==> config.mk <==
export PLATFORM = sky130hd
export DESIGN_NAME = timer_share_ctrl_flat
export DESIGN_NICKNAME = d
export VERILOG_FILES = /design/src/rtl/timer_share_if.sv /design/src/rtl/timer_share_ctrl.sv /design/src/flat_wrapper.sv
export SDC_FILE = /design/constraint.sdc
export NUM_CORES = 1
export LEC_CHECK = 0
export ABC_CLOCK_PERIOD_IN_PS = 6500
export CAP_MARGIN = 20
export CORE_AREA = 4 4 60 62
export CTS_BUF_LIST = sky130_fd_sc_hd__clkbuf_16
export DETAILED_ROUTE_END_ITERATION = 10
export DIE_AREA = 0 0 64 66
export GPL_TIMING_DRIVEN = 0
export PLACE_DENSITY = 0.86
export REMOVE_ABC_BUFFERS = 1
export SLEW_MARGIN = 40
export SYNTH_ARGS = -nofsm -noshare
export SYNTH_HDL_FRONTEND = slang
export SYNTH_SLANG_ARGS = --single-unit
==> constraint.sdc <==
create_clock -name clk -period 6.5 [get_ports clk]
set_input_delay 1.3 -clock clk [delete_from_list [all_inputs] [get_ports clk]]
set_output_delay 1.3 -clock clk [all_outputs]
set_load 0.02 [all_outputs]
==> src/rtl/timer_share_if.sv <==
// Requester-side bundle of the shared timer: per-requester req/delay/ack in,
// grant/done plus shared busy/count status out.
interface timer_share_if #(
  parameter int N_REQ = 4
);
  logic [N_REQ-1:0]   req;
  logic [4*N_REQ-1:0] delay;
  logic [N_REQ-1:0]   ack;
  logic [N_REQ-1:0]   grant;
  logic               busy;
  logic [3:0]         count;
  logic [N_REQ-1:0]   done;

  modport master (
    output req, delay, ack,
    input  grant, busy, count, done
  );

  modport slave (
    input  req, delay, ack,
    output grant, busy, count, done
  );
endinterface

==> src/rtl/timer_share_ctrl.sv <==
// Round-robin owner of one shared slow/fast countdown timer among N_REQ requesters.
//   state    | meaning
//   ST_IDLE  | no owner; arbitrate over req starting after last
//   ST_COUNT | owner's countdown running, (delay+1)*TICK cycles
//   ST_WAIT  | countdown expired; done held until ack[owner]
module timer_share_ctrl #(
  parameter int N_REQ = 4,
  parameter int TICK  = 1000
) (
  input  logic         clk,
  input  logic         reset,
  timer_share_if.slave bus
);

  localparam int FW = $clog2(TICK);
  localparam int PW = (N_REQ > 1) ? $clog2(N_REQ) : 1;

  localparam logic [1:0] ST_IDLE  = 2'd0;
  localparam logic [1:0] ST_COUNT = 2'd1;
  localparam logic [1:0] ST_WAIT  = 2'd2;

  logic [1:0]         state;
  logic [PW-1:0]      owner;
  logic [PW-1:0]      last;
  logic [3:0]         scount;
  logic [FW-1:0]      fcount;

  logic [N_REQ-1:0]   owner_oh;
  logic               owner_req;
  logic               owner_ack;
  logic [PW:0]        rr_base;
  logic [2*N_REQ-1:0] req_dbl;
  logic [N_REQ-1:0]   req_rot;
  logic [PW:0]        pick_off;
  logic [PW:0]        pick_sum;
  logic [PW-1:0]      winner;
  logic [3:0]         sel_delay;

  assign owner_oh  = {{(N_REQ-1){1'b0}}, 1'b1} << owner;
  assign owner_req = |(owner_oh & bus.req);
  assign owner_ack = |(owner_oh & bus.ack);

  // Rotate req so bit 0 is the requester just after last; lowest set bit wins.
  assign rr_base = {1'b0, last} + (PW+1)'(1);
  assign req_dbl = {bus.req, bus.req} >> rr_base;
  assign req_rot = req_dbl[N_REQ-1:0];

  always_comb begin
    pick_off = '0;
    for (int j = N_REQ - 1; j >= 0; j--) begin
      if (req_rot[j]) pick_off = (PW+1)'(j);
    end
    pick_sum = rr_base + pick_off;
    if (pick_sum >= (PW+1)'(N_REQ)) pick_sum = pick_sum - (PW+1)'(N_REQ);
    winner = pick_sum[PW-1:0];
  end

  always_comb begin
    sel_delay = 4'd0;
    for (int j = 0; j < N_REQ; j++) begin
      if (winner == PW'(j)) sel_delay = bus.delay[4*j +: 4];
    end
  end

  always_ff @(posedge clk) begin
    if (reset) begin
      state  <= ST_IDLE;
      owner  <= '0;
      last   <= PW'(N_REQ - 1);
      scount <= 4'd0;
      fcount <= '0;
    end else begin
      case (state)
        ST_IDLE: begin
          if (|bus.req) begin
            owner  <= winner;
            scount <= sel_delay;
            fcount <= '0;
            state  <= ST_COUNT;
          end
        end
        ST_COUNT: begin
          if (!owner_req) begin
            state  <= ST_IDLE;
            last   <= owner;
            fcount <= '0;
          end else if (fcount == FW'(TICK - 1)) begin
            fcount <= '0;
            if (scount == 4'd0) state <= ST_WAIT;
            else scount <= scount - 4'd1;
          end else begin
            fcount <= fcount + FW'(1);
          end
        end
        ST_WAIT: begin
          if (owner_ack) begin
            state <= ST_IDLE;
            last  <= owner;
          end
        end
        default: state <= ST_IDLE;
      endcase
    end
  end

  assign bus.grant = (state != ST_IDLE) ? owner_oh : '0;
  assign bus.busy  = (state != ST_IDLE);
  assign bus.count = (state == ST_COUNT) ? scount : 4'd0;
  assign bus.done  = (state == ST_WAIT) ? owner_oh : '0;

endmodule
==> src/flat_wrapper.sv <==
// flat-port wrapper written by rule: the top's interface ports become plain ports
module timer_share_ctrl_flat 
#(
  parameter int N_REQ = 4,
  parameter int TICK  = 1000
)
  (clk, reset, bus_req, bus_delay, bus_ack, bus_grant, bus_busy, bus_count, bus_done);
  timer_share_if #(.N_REQ(N_REQ)) bus_i ();
  input  logic clk;
  input  logic reset;
  input wire logic [$bits(bus_i.req)-1:0] bus_req;
  input wire logic [$bits(bus_i.delay)-1:0] bus_delay;
  input wire logic [$bits(bus_i.ack)-1:0] bus_ack;
  output wire logic [$bits(bus_i.grant)-1:0] bus_grant;
  output wire logic [$bits(bus_i.busy)-1:0] bus_busy;
  output wire logic [$bits(bus_i.count)-1:0] bus_count;
  output wire logic [$bits(bus_i.done)-1:0] bus_done;
  assign bus_i.req = bus_req;
  assign bus_i.delay = bus_delay;
  assign bus_i.ack = bus_ack;
  assign bus_grant = bus_i.grant;
  assign bus_busy = bus_i.busy;
  assign bus_count = bus_i.count;
  assign bus_done = bus_i.done;
  timer_share_ctrl #(.N_REQ(N_REQ), .TICK(TICK)) u_core (.clk(clk), .reset(reset), .bus(bus_i));
endmodule
---- Word-level counts from Yosys, hierarchy flattened ----
Index checks and enable logic that the tools add are counted.
Widths: inputs -> output; s select.
storage, ports and cells
  register bits after elaboration ......... 20
  logic and storage cells ................. 73
  output and inout port bits .............. 13
operators by class
  $lt $le $gt $ge ......................... 1
  bitwise gates (word level) .............. 2
  equality and inequality tests ........... 14
  add/sub/neg operators ................... 5
  shift-type cells ........................ 2
  reduce and logical (&&, ||, !) cells .... 14
  multiplexer cells ....................... 30
operators by type and width
  operator               count
  $mux 4                 11
  $mux 10                3
  $mux 2                 12
  $pmux 10 s2            1
  $reduce_or 4->1        3
  $add 10x1->10 const B  1
  $eq 10x10->1 const B   1
  $and 4x4->4            2
  $ne 2x1->1 const B     4
  $pmux 4 s2             1
  $shr 8x3->4            1
  $eq 2x2->1 const B     3
  $ne 3x3->1 const B     2
  $pmux 2 s3             1
  $reduce_bool 2->1      3
  $reduce_and 5->1       1
  $eq 2x1->1 const B     2
  $logic_not 2->1        2
  $logic_not 4->1        1
  $ne 2x2->1 const B     2
  $pmux 2 s2             1
  $reduce_and 2->1       2
  $reduce_and 4->1       1
  $shl 1x2->4 const A    1
  other kinds (6)        6

---- Longest topological paths before layout ----
Gate-level depths: netlist (run 1).
  depth after elaboration ................. 16
  gate-level depth with buffers ........... 14
  depth with buffers taken out ............ 12

---- Worst setup path after synthesis (run 1) ----
Ideal clock, no wire load.
  kind .................................... input-to-reg
  start ................................... input port bus_req[1]
  end ..................................... register u_core.scount[2]
  slack ................................... 3.336 ns
  arrival ................................. 3.085 ns
  required time ........................... 6.421 ns
  path buffers ............................ 2
  stages .................................. 11
  path through ............................ buf_6 -> nor2_1 -> a221oi_1 -> a21oi_1 -> a211oi_1 -> ha_1 -> clkbuf_8 -> mux2i_1 -> mux2_4 -> a211o_1 -> a211oi_2
between the ends
  longest elaborated chain between the ends .. 15
  elaborated cells between the ends (all ways) .. 25
  those cells by class .................... 2 x add/sub; 1 x order compare; 5 x eq/ne; 1 x shift; 11 x mux; 1 x bitwise; 4 x reduce/logical
RTL lines
  element                                           line                    RTL
  from (decl)                                       flat_wrapper.sv:11      input wire logic [$bits(bus_i.req)-1:0] bus_req;
  $shr 8x3->4                                       timer_share_ctrl.sv:45  assign req_dbl = {bus.req, bus.req} >> rr_base;
  $mux 2 (4 in series)                              timer_share_ctrl.sv:51  if (req_rot[j]) pick_off = (PW+1)'(j);
  $add 3x2->3                                       timer_share_ctrl.sv:53  pick_sum = rr_base + pick_off;
  $ge 3x3->1 / $sub 2x1->2 (equally long branches)  timer_share_ctrl.sv:54  if (pick_sum >= (PW+1)'(N_REQ)) pick_sum = pick_sum - (PW+1)'(N_REQ);
  $mux 2                                            timer_share_ctrl.sv:54
  $logic_not 2->1                                   timer_share_ctrl.sv:61  if (winner == PW'(j)) sel_delay = bus.delay[4*j +: 4];
  $mux 4 (4 in series)                              timer_share_ctrl.sv:61
  $mux 4                                            timer_share_ctrl.sv:75  if (|bus.req) begin
  $pmux 4 s2                                        timer_share_ctrl.sv:73  case (state)
  to (signal assigned)                              timer_share_ctrl.sv:77  scount <= sel_delay;
  to (signal assigned)                              timer_share_ctrl.sv:90  else scount <= scount - 4'd1;
  to (decl)                                         timer_share_ctrl.sv:25  logic [3:0] scount;
Several ways; a longest one is shown, not always the timed one. The select of a mux whose other input is x is not followed.
A chain may end at the register's enable or synchronous reset.

---- Final worst setup path (run 1) ----
Ends and elaborated chain as after synthesis.

==> results of run 1 <==
[worst register-to-register path: cells and delay by family, from the launching register on]
kind            cells  cell delay, ps
compound gates      5            1070
flops               1             500
mux                 2             410
fa+ha+maj           1             400
simple gates        1              90
[power groups by stage]
stage | Combinational (W) | Clock [W] | Sequential, W
2_1_floorplan | 0.000343 | 0 | 0.000183
3_3_place_gp | 0.000441 | 0 | 0.000193
3_5_place_dp | 0.000450 | 0 | 0.000195
4_1_cts | 0.000456 | 0.000171 | 0.000193
5_1_grt | 0.000501 | 0.000176 | 0.000199
6_report | 0.000456 | 0.000170 | 0.000194
[state kept, by name (all words and copies together) (netlist names)]
signal,count
u_core.scount,4
u_core.fcount,10
u_core.last,2
u_core.owner,2
u_core.state,2
[metal layers]
| layer | routed length, um | vias to the layer above | GRT usage, % |
|---|---|---|---|
| met5 | 0 | - | 0 |
| met4 | 62 | 0 | 6.74 |
| met3 | 110 | 7 | 2.21 |
| met2 | 1840 | 32 | 34.2 |
| met1 | 1780 | 722 | 23.3 |
| li1 | - | 761 | - |
[cell families (layout without fill, tap and decap cells)]
family	Yosys count	count (layout)	synth area share, %
mux	16	16	11.8
buf+inv	22	52	7.73
simple gates	92	92	29.2
flops	20	20	24.7
compound gates	32	32	16.6
xor+xnor	9	9	5.34
fa+ha+maj	6	6	4.64
[placed cells by master (no fill, tap or decap), drive strengths merged, types with 3 or more instances in the layout]
cell	synthesis	final
clkdlybuf4s50	0	38
nor2	34	34
dfxtp	20	20
nand2	15	15
mux2i	13	13
inv	10	10
a21oi	10	10
nor3	9	9
ha	6	6
xor2	6	6
nor3b	5	5
nand4	5	5
nor4	5	5
nand2b	4	4
nand3	4	4
and2	3	3
and3	3	3
xnor2	3	3
clkbuf	5	3
a211oi	3	3
a221oi	3	3
[through the flow]
step / instance area [sq um] / hold WS (ps)
2_1_floorplan: 1530 / 487
3_3_place_gp: 1970 / 506
3_5_place_dp: 1970 / 513
4_1_cts: 2070 / 543
5_1_grt: 2070 / 574
6_report: 2070 / 549
[area by class of cell]
cell class / instances / area, sq um
fillers: 254 / 957
clock buffers: 3 / 75.1
multi-input cells: 155 / 1090
inverters: 10 / 37.5
repair buffers: 38 / 380
well taps: 44 / 55.1
clock inverters: 1 / 30.0
flip-flops and latches: 20 / 400
[path summary, 6_finish.rpt]
check                                start  slack [ps]                            end
max                             bus_req[1]        2730  u_core.scount[2]$_SDFFE_PP0P_
min          u_core.fcount[9]$_SDFFE_PP0P_         550  u_core.fcount[9]$_SDFFE_PP0P_
max reg2reg    u_core.last[0]$_SDFFE_PP1P_        3960  u_core.scount[2]$_SDFFE_PP0P_
min reg2reg  u_core.fcount[9]$_SDFFE_PP0P_         550  u_core.fcount[9]$_SDFFE_PP0P_
==> flow_summary_export.csv, run 1 <==
group,metric,value,unit
placement,pre_cts_slack,2460,ps
detailed_routing,drc_errors_left,0,
setup_path,cp_bufs_invs,1,
clocking,cts_root_buffer,"sky130_fd_sc_hd__clkbuf_16",
synth,post_synth_edffs,0,
pwr,share_seq_of_total_power,23.7,%
setup_path,crit_type,"input pin to flip-flop",
setup_path,path_delay_family,"compound AO/OA/AOI/OAI gates",
timing,rsz0062_at_grt,"no",
grt,grt_overflow_total,0,
timing,post-route-min-period,3770,ps
final_layout,stdcell_count,271,
setup_path,worstSetupEndpointType,"flip-flop",
timing,final_min_period_over_clock_period,58.0,%
die,start_util,53.4,%
setup_path,worst_path_max_delay_cell,"sky130_fd_sc_hd__clkdlybuf4s50_1",
timing,fin_skew,2.37,ps
detailed_routing,routed-via-count,1522,
grt,global_route_wire_length_before_repair,6.44,mm
die,io-pin-count,39,
synth,synth_flop_cell,"sky130_fd_sc_hd__dfxtp_1",
pwr,sw_frac_of_total,42.5,%
detailed_routing,drt_pass1_iterations,4,
placement,final_weighted_congestion_of_routability_driven_global_placement,0.789,
setup_path,cp_data_arrival_time,3940,ps
final_layout,postLayoutCoreUtil,68.4,%
die,rows,20,
placement,dp.final_hpwl,2.78,mm
pwr,peakVddDrop,0.169,mV
clocking,clk_transition_reported_paths,60,ps
timing,slew_viol_final,0,
synth,ys_warns,0,
final_layout,antenna_cells_inserted,0,
setup_path,path_cells,"clkdlybuf4s50_1, nor2_1, a221oi_1, a21oi_1, a211oi_1, ha_1, mux2i_1, mux2_4, a211o_1, a211oi_2",
timing,finalHoldViolations,0,
synth,syn-instance-count,197,
grt,first_global_vias,1466,
clocking,holdBufCountCts,0,
pwr,p_total,0.000820,W
timing,worstMarginPinSlew,585,ps
placement,dp_cells,267,
pwr,switching_power,0.000348,W
pwr,p_per_area,396,nW/um^2
die,chipWidth,64,um
synth,syn_avg_cell_area,8.21,sq um
synth,synth_top_cell_area_share,24.7,%
worst_hold_path,holdPathStages,2,
clocking,cts.sink_count,20,
pwr,share_comb_of_total_power,55.6,%
synth,synthTopCellsByArea,"sky130_fd_sc_hd__dfxtp_1 (25%), sky130_fd_sc_hd__mux2i_1 (8.0%), sky130_fd_sc_hd__nor2_1 (7.7%)",
clocking,clockBufferDepth,2,
timing,max_freq,265,MHz
clocking,ctsHtreeMaxLevel,1,
die,core_area,3030,sq um
grt,overall_global_routing_usage,19.0,%
worst_hold_path,hold_path.class,"flip-flop to flip-flop",
run,timing.max_cap.violations,0,
timing,setup_total_negative_slack,0,ps
synth,synth.top_cells.by_count,"sky130_fd_sc_hd__nor2_1 (33), sky130_fd_sc_hd__dfxtp_1 (20), sky130_fd_sc_hd__nand2_1 (14)",
clocking,post_cts_resized,0,
outcome,status,"completed",
synth,ys_seq_area_share,24.7,%
clocking,tritoncts,"yes",
synth,ffs_latches_synth,20,
die,floorplan.die_area,4220,sq um
final_layout,layout-drive-gt1-share,9.25,%
detailed_routing,wl_per_cell,14.0,um
setup_path,worst_path_largest_cell_delay,690,ps
timing,relSlewSlack,60.7,%
synth,netlist.top_cell.by_area,"sky130_fd_sc_hd__dfxtp_1",
final_layout,nNetsFinal,260,
setup_path,worstRegToRegCells,9,
synth,post_synth_instance_area,1620,sq um
clocking,cts_buffers,3,
die,die_h,66,um
detailed_routing,totalWireLength,3.80,mm
pwr,internal-power,0.000472,W
detailed_routing,via_per_inst,5.62,
pwr,cellLeakagePower,0.791,nW
timing,final_critical_path_setup_slack,2730,ps
synth,dominant_cell_by_count_in_the_synthesized_netlist,"sky130_fd_sc_hd__nor2_1",
clocking,worstSkewPairLatency,250,ps
grt,grt_start_max_net_pins,15,
setup_path,critical_path.startpoint_type,"input pin",
final_layout,flow.area_growth_from_synthesis,28.0,%
synth,netlist-cell-type-count,52,
placement,port_buffer_cells,38,
clocking,post-cts-setup-buffer-count,0,
grt,grt_antenna_before_repair,0,
setup_path,timing.critical_path.fanout_max,9,
synth,ys_async_sr_fraction,0,%
setup_path,worst-path-stages,10,
detailed_routing,drt.antenna.violating_nets,0,
detailed_routing,initialDrtViolationCount,116,
setup_path,worstPathRequired,6670,ps
timing,final-setup-viol-count,0,
pwr,pwr-share-clk,20.7,%
No activity file was read; power rests on OpenSTA's default activity.
==> inputs of run 2 (changes only) <==
--- a/config.mk
+++ b/config.mk
@@ -5,14 +5,14 @@
 export SDC_FILE = /design/constraint.sdc
 export NUM_CORES = 1
 export LEC_CHECK = 0
-export ABC_CLOCK_PERIOD_IN_PS = 6500
+export ABC_CLOCK_PERIOD_IN_PS = 3500
 export CAP_MARGIN = 20
-export CORE_AREA = 4 4 60 62
+export CORE_AREA = 4 4 62 64
 export CTS_BUF_LIST = sky130_fd_sc_hd__clkbuf_16
 export DETAILED_ROUTE_END_ITERATION = 10
-export DIE_AREA = 0 0 64 66
+export DIE_AREA = 0 0 66 68
 export GPL_TIMING_DRIVEN = 0
-export PLACE_DENSITY = 0.86
+export PLACE_DENSITY = 0.81
 export REMOVE_ABC_BUFFERS = 1
 export SLEW_MARGIN = 40
 export SYNTH_ARGS = -nofsm -noshare
==> constraint.sdc (replaced) <==
create_clock -name clk -period 3.5 [get_ports clk]
set_input_delay 0.7 -clock clk [delete_from_list [all_inputs] [get_ports clk]]
set_output_delay 0.7 -clock clk [all_outputs]
set_load 0.02 [all_outputs]
==> run 2 against run 1 <==
Hold slack got worse by 12 ps. Register-to-register slack worse by 3000 ps. Critical path type unchanged. Non-clock buffer count unchanged. First-iteration DRC count decreased by 12%. Sequential share of layout area hardly changed. Clock skew rose by 2.6 ps. Via count decreased by 1.6%. Global-route usage fell by 2.7 points.
==> flow_summary_export.csv, run 2 (synthesized netlist as in run 1, its figures left out) <==
group,metric,value,unit
final_layout,most_common_cell_after_layout_fill_and_taps_aside,"sky130_fd_sc_hd__clkdlybuf4s50_1",
final_layout,top_register_by_number_of_flip_flops,"u_core.fcount",
final_layout,reg_top3,"u_core.fcount: 10 flops, u_core.scount: 4 flops",
timing,worstMarginPinSlew,588,ps
clocking,cts.sink_count,20,
clocking,post-cts-setup-buffer-count,0,
final_layout,largest_register_ff_count,10,
setup_path,worstRegToRegCells,9,
detailed_routing,drt.antenna.violating_nets,0,
setup_path,cp_data_arrival_time,3310,ps
clocking,ctsHtreeMaxLevel,1,
detailed_routing,highest-signal-layer,"met4",
grt,global_route_wire_length_before_repair,5.87,mm
pwr,p_total,0.00150,W
grt,grt_antenna_before_repair,0,
grt,grt_start_max_net_pins,15,
timing,final_min_period_over_clock_period,89.8,%
timing,setup_total_negative_slack,0,ps
clocking,tritoncts,"yes",
detailed_routing,drt-met1-wl,1.67,mm
detailed_routing,totalWireLength,3.50,mm
run,timing.max_cap.violations,0,
timing,rsz0062_at_grt,"no",
detailed_routing,drt_pass1_iterations,4,
pwr,p_per_area,726,nW/um^2
timing,fin_skew,5.00,ps
timing,slew_viol_final,0,
setup_path,crit_type,"input pin to flip-flop",
clocking,clockBufferDepth,2,
setup_path,critical_path.reg2reg.startpoint,"u_core.last[0]$_SDFFE_PP1P_",
die,chipWidth,66,um
clocking,post_cts_resized,0,
die,core_area,3280,sq um
timing,post-route-min-period,3140,ps
placement,final_weighted_congestion_of_routability_driven_global_placement,0.823,
pwr,cellLeakagePower,0.791,nW
worst_hold_path,timing.hold.worst.start,"u_core.state[1]$_SDFFE_PP0P_",
clocking,cts_root_buffer,"sky130_fd_sc_hd__clkbuf_16",
clocking,clk_transition_reported_paths,60,ps
timing,relSlewSlack,60.5,%
clocking,holdBufCountCts,0,
outcome,status,"completed",
setup_path,r2r_end,"u_core.scount[2]$_SDFFE_PP0P_",
detailed_routing,wl_met3,172,um
die,start_util,49.3,%
detailed_routing,drc_errors_left,0,
detailed_routing,routed-via-count,1498,
final_layout,layout.filler_cells,281,
worst_hold_path,hold_path.class,"flip-flop to flip-flop",
worst_hold_path,hold_path_end,"u_core.state[1]$_SDFFE_PP0P_",
timing,finalHoldViolations,0,
detailed_routing,initialDrtViolationCount,102,
placement,dp.final_hpwl,2.68,mm
clocking,worstSkewPairLatency,250,ps
setup_path,timing.critical_path.fanout_max,9,
worst_hold_path,holdPathStages,2,
die,rows,21,
timing,final-setup-viol-count,0,
detailed_routing,wl_per_cell,12.8,um
timing,max_freq,318,MHz
final_layout,layout-drive-gt1-share,9.25,%
final_layout,postLayoutCoreUtil,63.1,%
pwr,peakVddDrop,0.314,mV
clocking,cts_buffers,3,
final_layout,nNetsFinal,260,
grt,first_global_vias,1365,
final_layout,antenna_cells_inserted,0,
setup_path,worstSetupEndpointType,"flip-flop",
detailed_routing,routed-wl-met2,1.61,mm
die,die_h,68,um
die,io-pin-count,39,
final_layout,leading_cell_types_in_the_layout_fill_and_taps_excluded,"sky130_fd_sc_hd__clkdlybuf4s50_1 (38), sky130_fd_sc_hd__nor2_1 (33), sky130_fd_sc_hd__dfxtp_1 (20)",
grt,overall_global_routing_usage,16.3,%
detailed_routing,via_per_inst,5.49,
setup_path,reg2reg_slack,1000,ps
final_layout,flow.area_growth_from_synthesis,28.2,%
placement,port_buffer_cells,38,
die,floorplan.die_area,4490,sq um
setup_path,critical_path.startpoint_type,"input pin",
setup_path,worstPathRequired,3670,ps
grt,grt_overflow_total,0,
==> run 2: cell counts in the layout (fill, tap and decap cells not counted) <==
Identical to the previous run, type by type.
==> run 2: per-stage QoR <==
step / worst slack [ps] / instance area [sq um] / hold slack, ps / std cells
final: 356 / 2070 / 537 / 273
after global routing: 131 / 2070 / 569 / 273
after CTS: 346 / 2070 / 533 / 273
after detailed placement: 97.7 / 1970 / 525 / 269
after global placement: 124 / 1970 / 507 / 269
after floorplan: 980 / 1530 / 487 / 185
==> run 2: layer usage <==
metal  up-vias  track usage, %
li1        763               -
met1       691            21.7
met2        39            28.0
met3         5            1.81
met4         0            4.57
met5         -               0
==> run 2: how the worst max path moves through the flow <==
stage / from / endpoint / slack [ps] / cells after the start
2_1_floorplan: bus_req[1] / u_core.scount[2]$_SDFFE_PP0P_ / 980 / 9
3_3_place_gp: bus_req[1] / u_core.scount[2]$_SDFFE_PP0P_ / 120 / 10
3_5_place_dp: bus_req[1] / u_core.scount[2]$_SDFFE_PP0P_ / 100 / 10
4_1_cts: bus_req[1] / u_core.scount[2]$_SDFFE_PP0P_ / 350 / 10
5_1_grt: bus_req[1] / u_core.scount[3]$_SDFFE_PP0P_ / 130 / 12
6_report: bus_req[1] / u_core.scount[2]$_SDFFE_PP0P_ / 360 / 10
==> run 2: power breakdown <==
group,total [W],internal [W],switching [W]
Clock,0.000311,0.000227,0.0000842
Sequential,0.000356,0.000277,0.0000799
Combinational,0.000837,0.000373,0.000464
Total,0.00150,0.000876,0.000628
==> run 2: worst max-delay path, cell delays in order <==
cell                              delay, ps
sky130_fd_sc_hd__clkdlybuf4s50_1        690
sky130_fd_sc_hd__nor2_1                  70
sky130_fd_sc_hd__a221oi_1               290
sky130_fd_sc_hd__a21oi_1                 70
sky130_fd_sc_hd__a211oi_1               230
sky130_fd_sc_hd__ha_1                   390
sky130_fd_sc_hd__mux2i_1                120
sky130_fd_sc_hd__mux2_4                 270
sky130_fd_sc_hd__a211o_1                310
sky130_fd_sc_hd__a211oi_2               170
==> run 2: final cells by class <==
| cell class | instances | area [sq um] | area share (%) |
|---|---|---|---|
| Clock buffer | 3 | 75.1 | 3.62 |
| Clock inverter | 1 | 30.0 | 1.45 |
| Inverter | 10 | 37.5 | 1.81 |
| Multi-Input combinational cell | 155 | 1090 | 52.7 |
| Sequential cell | 20 | 400 | 19.3 |
| Tap cell | 46 | 57.6 | 2.78 |
| Timing Repair Buffer | 38 | 380 | 18.3 |
